**src/rtl/ysyx_23060191_wb_arb.sv**
```systemverilog
// Write-back arbiter and busy-register scoreboard for the 32-entry GPR file.
// Define YSYX_23060191_WBARB_RR_EN for round-robin arbitration; otherwise fixed priority LSU > ALU > CSR.
module ysyx_23060191_wb_arb #(
   parameter int DW = 32
) (
   input  logic            clk,
   input  logic            rst_n,
   input  logic [2:0]      req_valid,
   output logic [2:0]      req_ready,
   input  logic [14:0]     req_rd,
   input  logic [3*DW-1:0] req_data,
   output logic            gpr_wen,
   output logic [4:0]      gpr_waddr,
   output logic [DW-1:0]   gpr_wdata,
   input  logic            iss_valid,
   input  logic [4:0]      iss_rd,
   output logic            iss_ready,
   input  logic [4:0]      rs1,
   input  logic [4:0]      rs2,
   output logic            rs1_busy,
   output logic            rs2_busy
);

   logic          grant_any;
   logic [1:0]    grant_idx;
   logic          xfer;
   logic [4:0]    win_rd;
   logic [DW-1:0] win_data;
   logic [31:0]   busy;
   logic [31:0]   busy_next;
   logic          iss_set;

`ifdef YSYX_23060191_WBARB_RR_EN
   logic [1:0] last;
   logic [1:0] start;
   logic [2:0] cand;

   // Search the three requesters starting just after the last winner.
   always_comb begin
      start     = (last == 2'd2) ? 2'd0 : last + 2'd1;
      grant_any = 1'b0;
      grant_idx = 2'd0;
      cand      = 3'd0;
      for (int k = 0; k < 3; k++) begin
         cand = {1'b0, start} + 3'(k);
         if (cand >= 3'd3) begin
            cand = cand - 3'd3;
         end
         if (!grant_any && req_valid[cand[1:0]]) begin
            grant_any = 1'b1;
            grant_idx = cand[1:0];
         end
      end
   end

   always_ff @(posedge clk) begin
      if (!rst_n) begin
         last <= 2'd2;
      end else if (xfer) begin
         last <= grant_idx;
      end
   end
`else
   always_comb begin
      grant_any = |req_valid;
      grant_idx = 2'd0;
      if (req_valid[0]) begin
         grant_idx = 2'd0;
      end else if (req_valid[1]) begin
         grant_idx = 2'd1;
      end else if (req_valid[2]) begin
         grant_idx = 2'd2;
      end
   end
`endif

   // No grant is offered while reset is held, so nothing can be accepted and then lost.
   assign xfer      = grant_any & rst_n;
   assign req_ready = xfer ? (3'b001 << grant_idx) : 3'b000;

   always_comb begin
      win_rd   = req_rd[14:10];
      win_data = req_data[3*DW-1:2*DW];
      case (grant_idx)
         2'd0: begin
            win_rd   = req_rd[4:0];
            win_data = req_data[DW-1:0];
         end
         2'd1: begin
            win_rd   = req_rd[9:5];
            win_data = req_data[2*DW-1:DW];
         end
         default: begin
            win_rd   = req_rd[14:10];
            win_data = req_data[3*DW-1:2*DW];
         end
      endcase
   end

   // Writes to x0 still load address/data but never raise the enable.
   always_ff @(posedge clk) begin
      if (!rst_n) begin
         gpr_wen   <= 1'b0;
         gpr_waddr <= 5'd0;
         gpr_wdata <= '0;
      end else begin
         gpr_wen <= xfer && (win_rd != 5'd0);
         if (xfer) begin
            gpr_waddr <= win_rd;
            gpr_wdata <= win_data;
         end
      end
   end

   assign iss_ready = ~busy[iss_rd];
   assign iss_set   = iss_valid & iss_ready & (iss_rd != 5'd0);
   assign rs1_busy  = busy[rs1];
   assign rs2_busy  = busy[rs2];

   // Clear is applied before set so a same-address collision leaves the bit set.
   always_comb begin
      busy_next = busy;
      if (xfer && (win_rd != 5'd0)) begin
         busy_next[win_rd] = 1'b0;
      end
      if (iss_set) begin
         busy_next[iss_rd] = 1'b1;
      end
      busy_next[0] = 1'b0;
   end

   always_ff @(posedge clk) begin
      if (!rst_n) begin
         busy <= 32'd0;
      end else begin
         busy <= busy_next;
      end
   end

endmodule

```
**config.mk**
```make
export PLATFORM = sky130hd
export DESIGN_NAME = ysyx_23060191_wb_arb
export DESIGN_NICKNAME = d
export VERILOG_FILES = /design/src/rtl/ysyx_23060191_wb_arb.sv
export SDC_FILE = /design/constraint.sdc
export NUM_CORES = 1
export LEC_CHECK = 0
export BUFFER_PORTS_ARGS = -buffer_cell sky130_fd_sc_hd__buf_2
export CORE_MARGIN = 5
export CORE_UTILIZATION = 42
export DETAILED_ROUTE_END_ITERATION = 7
export PLACE_DENSITY_LB_ADDON = 0.12
export SYNTH_ARGS = -nofsm -noshare
export SYNTH_HDL_FRONTEND = slang
export SYNTH_SLANG_ARGS = --single-unit
```
**constraint.sdc**
```tcl
create_clock -name clk -period 2.3 [get_ports clk]
set_input_delay 0.345 -clock clk [delete_from_list [all_inputs] [get_ports clk]]
set_output_delay 0.345 -clock clk [all_outputs]
set_load 0.01 [all_outputs]
```
==> out/qor.csv <==
metric,value,unit
outcome,completed,
FILL cells,946,
total track usage,0.223,
Routed WL,14300,µm
most frequent cells in the layout,"buf_2, nand2_1, dfxtp_1",
Clk pwr share,0.348,
Die X-Extent,112,µm
Setup Skew,0.00411,ns
final worst path period need,2.29,ns
P_sw,0.842,mW
clock sinks,69,
Max VDD drop,222,µV
Critical Path RT,1.96,ns
vias in the first global route,4672,
final hold vios,0,
Logic pwr share,0.220,
Hold/Removal Path Class,primary input to register,
nets@finish,800,
multi-input logic area,0.00279,mm²
Placeable Area,0.0102,mm²
setup TNS,0,ns
ys async rst share,0,
Mapped Nets,643,
leakage,2.34,nW
PortBufs,175,
CTS max path bufs,2,
vias per std cell,5.70,
top-area cell type share of the netlist area,0.316,
dominant cell type by area after synthesis,dfxtp_1,
Final Setup Violations,0,
initial antenna violation count,0,
Fmax achieved,436,MHz
worst-skew pair later-pin latency,0.34,ns
post-route design area,0.00559,mm²
Most used DFF post-synth,dfxtp_1,
sw frac,0.281,
H-tree Lvls,3,
largest cells by area after synthesis,"dfxtp_1, nand2_1, mux4_2, a311o_1, a21oi_1",
final period utilization,0.997,
fin util,0.547,
Mapped Cells,511,
critical path class,register to primary output,
via count,4613,
Fin Hold WS,0.391,ns
P&R area growth vs syn,28.1,%
die area,0.0125,mm²
Register Area,0.00139,mm²
"commonest non-fill, non-tap cell in the layout",buf_2,
max-cap viol count,0,
layout cells sized above 1,0.397,
Root Driver,clkbuf_8,
die height,112,µm
Final Max Tran Viols,0,
Tightest Pin Transition,0.648,ns
first-pass GRT wire length,22900,µm
post-route ant nets,0,
mapped cell area,0.00437,mm²
GP Congestion,0.947,
1st-iter DRT viols,332,
synth warn,0,
crit start category,register,
DP HPWL,11100,µm
hold buffer count at cts,0,
Internal,2.15,mW
n_diodes,0,
CP Capture Type,primary output,
power density over the cells,535,mW/mm²
Syn Area/Cell,8.55,µm²
unrepaired setup endpoints after global routing,yes,
DRC violations left,0,
CP arrival,1.95,ns
total CTS buffers,9,
Worst-path clk slew,0.08,ns
Flop pwr share,0.433,
Worst Path Max Fanout,4,
Slew HR,0.568,
initial core utilization,0.427,
total I/O pin count,176,
"EDFF count, synth",0,
pin count of the biggest net entering global routing,66,
"Distinct cells, synth",53,
CTS tree,built,
drt wl/cell,17.6,µm
First-pass DRT Iterations,5,
Overflow after GRT,0,
Seq cells post-synth,69,
dpl cell area,0.00536,mm²
num rows,37,
sequential element share of the synthesized area,0.316,
-- cell families after synthesis --
logic type,share of synthesized area
DFF,0.316
muxes,0.136
AOI/OAI and AO/OA,0.254
and+or+nand+nor,0.245
buffers and inverters,0.0478
-- routing by layer --
layer | GRT usage | routed length, µm | vias up
met2 | 0.374 | 7020 | 208
li1 | - | - | 2208
met1 | 0.268 | 5600 | 2156
met4 | 0.108 | 550 | 0
met5 | 0 | 0 | -
met3 | 0.0549 | 1100 | 41
-- Yosys cell counts (2+ instances only) --
cell type / n
nor2b_1: 4
a211oi_1: 2
a21oi_1: 40
o21ai_0: 5
nand3_1: 3
mux4_2: 22
or3_1: 6
a311o_1: 32
a32o_1: 20
or4b_4: 3
o21ai_1: 5
buf_1: 4
clkbuf_1: 29
nor3b_4: 2
nor3_1: 6
a31o_2: 4
dfxtp_1: 69
o221a_4: 2
buf_6: 3
mux2_2: 4
o21a_1: 2
inv_1: 3
nand2b_1: 5
a31oi_1: 2
o22ai_1: 2
nor3_2: 4
o221ai_1: 2
o211ai_1: 10
buf_2: 8
mux2i_1: 4
nand2_1: 134
nand3b_1: 2
nor2_1: 45
and2_1: 4
-- final timing paths --
kind / from / end / slack, ns / cells after the start
setup reg to reg: busy[28] / busy[31] / 0.55 / 4
hold reg to reg: gpr_wdata[6] / gpr_wdata[6] / 0.45 / 2
hold / removal: req_data[32] / gpr_wdata[0] / 0.39 / 4
setup / recovery: busy[11] / rs1_busy / 0.006 / 4
-- worst max-delay path: stages, from the launching register on --
cell,delay [ns]
dfxtp_2,0.36
mux4_2,0.47
mux4_2,0.46
o21a_1,0.18
buf_2,0.13
-- sequential cells by signal, summed over array words and instances, names as in the netlist --
| name | cells |
|---|---|
| gpr_waddr | 5 |
| gpr_wen | 1 |
| gpr_wdata | 32 |
| busy | 31 |
-- final cells by class --
cell class	instances	share of cell area
repair buffers	190	0.181
flip-flops and latches	69	0.249
well taps	136	0.0304
multi-input cells	395	0.499
clock buffers	13	0.0302
clock inverters	3	0.00761
inverters	3	0.00201
-- power by group through the flow --
stage / clock, mW / combinational, mW / sequential, mW
after global placement: 0 / 0.652 / 1.32
after detailed placement: 0 / 0.658 / 1.32
after floorplan: 0 / 0.363 / 1.34
final: 1.04 / 0.657 / 1.29
after CTS: 1.06 / 0.661 / 1.29
after global routing: 1.12 / 0.725 / 1.30
-- metrics by stage --
stage	total power, mW	std cells	setup slack, ns
2_1_floorplan	1.70	511	0.199
3_3_place_gp	1.97	793	0.0670
3_5_place_dp	1.98	793	0.0569
4_1_cts	3.01	809	-0.00925
5_1_grt	3.15	809	-0.0351
6_report	2.99	809	0.00581
-- what timing repair did --
action                     in CTS  in global routing
setup endpoints to repair       2                  3
setup buffers                   0                  0
cloned                          0                  0
gates resized for setup         5                  5
Power figures use the tool's default switching activity.
